$ cat src/rtl/input_debouncer.sv
// input_debouncer: two-flop synchronizer followed by a stability counter.
// dout follows din only after STABLE_CYCLES agreeing samples; rise/fall strobe.
`timescale 1ns/1ps
module input_debouncer #(
  parameter int STABLE_CYCLES = 4,
  parameter int CNT_W         = 8
) (
  input  logic clk,
  input  logic rst,
  input  logic din,
  output logic dout,
  output logic rise,
  output logic fall,
  output logic busy
);

  if (STABLE_CYCLES < 1 ||
      longint'(STABLE_CYCLES) >= (longint'(1) << CNT_W)) begin : g_bad_param
    $error("input_debouncer: STABLE_CYCLES out of range for CNT_W");
  end

  localparam logic [CNT_W-1:0] LAST = CNT_W'(STABLE_CYCLES - 1);

  logic             sync_q1;
  logic             sync_q2;
  logic [CNT_W-1:0] cnt;

  logic             cnt_nx;
  logic             take;

  // only the second flop feeds the qualifier; q1 may be metastable
  always_ff @(posedge clk) begin
    if (rst) begin
      sync_q1 <= 1'b0;
      sync_q2 <= 1'b0;
    end else begin
      sync_q1 <= din;
      sync_q2 <= sync_q1;
    end
  end

  always_comb begin
    cnt_nx = 1'b0;
    take   = 1'b0;
    if (sync_q2 != dout) begin
      if (cnt == LAST) take = 1'b1;
      else cnt_nx = 1'b1;
    end
  end

  // any sample that agrees with dout drops cnt back to zero
  always_ff @(posedge clk) begin
    if (rst) begin
      cnt  <= '0;
      dout <= 1'b0;
      rise <= 1'b0;
      fall <= 1'b0;
    end else begin
      rise <= 1'b0;
      fall <= 1'b0;
      if (take) begin
        cnt  <= '0;
        dout <= sync_q2;
        rise <= sync_q2;
        fall <= ~sync_q2;
      end else if (cnt_nx) begin
        cnt <= cnt + CNT_W'(1);
      end else begin
        cnt <= '0;
      end
    end
  end

  assign busy = (sync_q2 != dout);

endmodule
$ cat config.mk
export PLATFORM = sky130hd
export DESIGN_NAME = input_debouncer
export DESIGN_NICKNAME = d
export VERILOG_FILES = /design/src/rtl/input_debouncer.sv
export SDC_FILE = /design/constraint.sdc
export NUM_CORES = 1
export LEC_CHECK = 0
export ABC_AREA = 1
export ABC_CLOCK_PERIOD_IN_PS = 1600
export CELL_PAD_IN_SITES_DETAIL_PLACEMENT = 0
export CELL_PAD_IN_SITES_GLOBAL_PLACEMENT = 1
export CORE_MARGIN = 5
export CORE_UTILIZATION = 36
export DETAILED_ROUTE_END_ITERATION = 10
export GPL_TIMING_DRIVEN = 0
export HOLD_SLACK_MARGIN = 0.03
export PLACE_DENSITY = 0.72
export SLEW_MARGIN = 5
export SYNTH_ARGS = -nofsm -noshare
export SYNTH_HDL_FRONTEND = slang
export SYNTH_SLANG_ARGS = --single-unit
$ cat constraint.sdc
create_clock -name clk -period 1.6 [get_ports clk]
set_clock_uncertainty 0.15 [all_clocks]
set_input_delay 0.48 -clock clk [delete_from_list [all_inputs] [get_ports clk]]
set_output_delay 0.48 -clock clk [all_outputs]
set_load 0.01 [all_outputs]
==> results.cfg <==
[hold_path]
worst_hold_path_type = reg2reg
hold_start = sync_q1

[cts]
clk_latency_ns = 0.27
cts_tree = built
cts_sinks = 13
htreeDepth = 1
postCtsHoldBufs = 0
root_buffer = clkbuf_4
clk_pin_slew_worst_paths_ns = 0.08
numCtsBuffers = 3
cts_buffer_depth = 2

[route]
drtAntennaViolNets = 0
vias_per_cell = 4.39
drc = 0
drt_first_pass_iters = 2
vias = 518
wl_per_cell_um = 8.75
wirelength_mm = 1.03
drt_iter0_drc = 8

[timing]
tns_ns = 0
period_needed_ns = 1.56
grt_setup_unrepaired = yes
hold_viol_final = 0
drv_slew = 0
max_slew_margin_pct = 85.9
setup_viol = 0
worst_slew_pin_slew_ns = 0.211
fmax_mhz = 643
finalCritPeriodShare_pct = 97.2
holdWs_ns = 0.255

[critical_path]
cpMostUsedCell = nand2_1
critical-path-max-stage-delay_ns = 0.35
cp.required_ns = 0.97
cp-startpoint = dout
end_kind = output pin
r2r_start = cnt[0]
cp-start-kind = register
cp_data_arrival_time_ns = 0.93
path_cells = inv_1 > nand2_1 > nand2_1 > buf_2
cpMaxStageDelayCell = dfxtp_2
crit_path_max_fanout = 4
worstSetupPathType = reg2out

[synth]
syn_area_sq_um = 591
synth_most_common_cell = nand2_1
syn_area_per_cell_sq_um = 6.56
syn_inst = 90
synth.top_cells.by_area = dfxtp_1 (44%), nand2_1 (15%), inv_1 (11%), nor2_1 (11%), nand3_1 (5.9%)
synth_edf_count = 0
synthArstFlopShare_pct = 0
synth_top_area_cell = dfxtp_1
ys_seq_area_share_pct = 44.1
ys_ff_latch = 13
synth.distinct_cells = 13
yosysWarnings = 0
synth_top_cell_area_share_pct = 44.1
syn_nets = 94
ys.flop_type = dfxtp_1
synth.top_cells.by_count = nand2_1 (23), inv_1 (17), nor2_1 (17), dfxtp_1 (13), nand3_1 (7)

[pwr]
ir_worst_vdd_uv = 448
power_mw = 0.550
p_leak_nw = 0.363
powerDensity_nw_per_um2 = 780

[cells_and_area]
final_area_sq_um = 704
instances_no_fill = 118
area_growth_pct = 19.3
nets = 107
antenna_cells = 0
drive_gt1_share_pct = 13.7

[floorplanning]
dieHeight_um = 50.5
core_sq_um = 1520
dieArea_sq_um = 2550
die-width_um = 50.5
ios = 7
num_rows = 14
start_util_pct = 38.8

[grt]
grt_antenna_before_repair = 0
grt_pass1_vias = 442
grt_max_degree = 8
grt_overflow = 0
grt.total_usage_pct = 9.06
grt_first_pass_wirelength_mm = 1.77

[place]
placed_cell_area_sq_um = 671
dp_cells = 112
gp_congestion = 0.778
dp_hpwl_um = 802
io_buffers = 6

[status]
status = finished, final reports clean

[flow_run]
max_cap_viol_count = 0
## placed cells by master (no fill, tap or decap)
cell type	netlist	final
buf_2	0	1
buf_4	0	2
clkbuf_1	0	1
clkbuf_4	0	3
clkdlybuf4s50_1	0	2
dfxtp_1	13	12
dfxtp_2	0	1
dlygate4sd2_1	0	3
ha_1	1	1
inv_1	17	17
inv_2	2	2
nand2_1	23	23
nand2_2	3	3
nand3_1	7	7
nand4_1	1	1
nor2_1	17	17
nor2_2	2	2
nor3_1	1	1
o21ai_0	2	2
xor2_1	1	1
## through the flow
stage	setup WS (ns)	utilization [%]
finish	0.0445	46.2
CTS	0.0256	45.2
detailed placement	-0.0971	44.0
floorplan	0.370	-
global route	-0.0226	46.2
global placement	-0.104	44.0
## critical path, delay by kind of cell, from the launching register on
family / cells / cell delay, ns
buffers and inverters: 2 / 0.18
flip-flops: 1 / 0.35
AND/OR/NAND/NOR: 2 / 0.12
## flip-flops by register name, indices dropped and copies added (netlist names)
register	count
fall	1
sync_q1	1
cnt	8
sync_q2	1
rise	1
dout	1
## cells by family (layout without fill, tap and decap cells)
logic type | count (synthesis) | after routing | synth area share (%)
AND/OR/NAND/NOR | 54 | 54 | 38.6
AO/OA/AOI/OAI | 2 | 2 | 1.69
XOR/XNOR | 1 | 1 | 1.48
adder cells (fa/ha/maj) | 1 | 1 | 2.12
flip-flops | 13 | 13 | 44.1
buffers and inverters | 19 | 31 | 12.1
## path summary, 6_finish.rpt
| check | to | slack, ns | cells past startpoint |
|---|---|---|---|
| max | busy | 0.04 | 4 |
| min | sync_q2 | 0.25 | 2 |
| min reg2reg | sync_q2 | 0.25 | 2 |
| max reg2reg | cnt[7] | 0.25 | 8 |
## cell type report
cell class	count	area, sq um
fill	172	820
sequential	13	262
multi-input combinational	58	259
inverter	19	71.3
timing repair buffer	8	66.3
clock buffer	4	26.3
tap	16	20.0
## what timing repair did
item	in CTS	in global routing
gates resized for setup	8	0
pin swaps	0	1
setup endpoints to repair	4	1
buffers inserted	0	2
## where the power goes
group          leakage (nW)  internal (mW)  switching [mW]  total [mW]
sequential            0.106          0.326         0.00140       0.328
clock                0.0150         0.0965           0.106       0.203
combinational         0.242         0.0101         0.00899      0.0191
total                 0.363          0.433           0.117       0.550
## metal layers
layer	routed length, um	GRT usage, %	vias up
met5	0	0	-
met4	9	5.11	0
met3	39	3.55	2
met2	428	12.2	4
met1	556	12.1	223
li1	-	-	289
No activity file was read; power rests on OpenSTA's default activity.
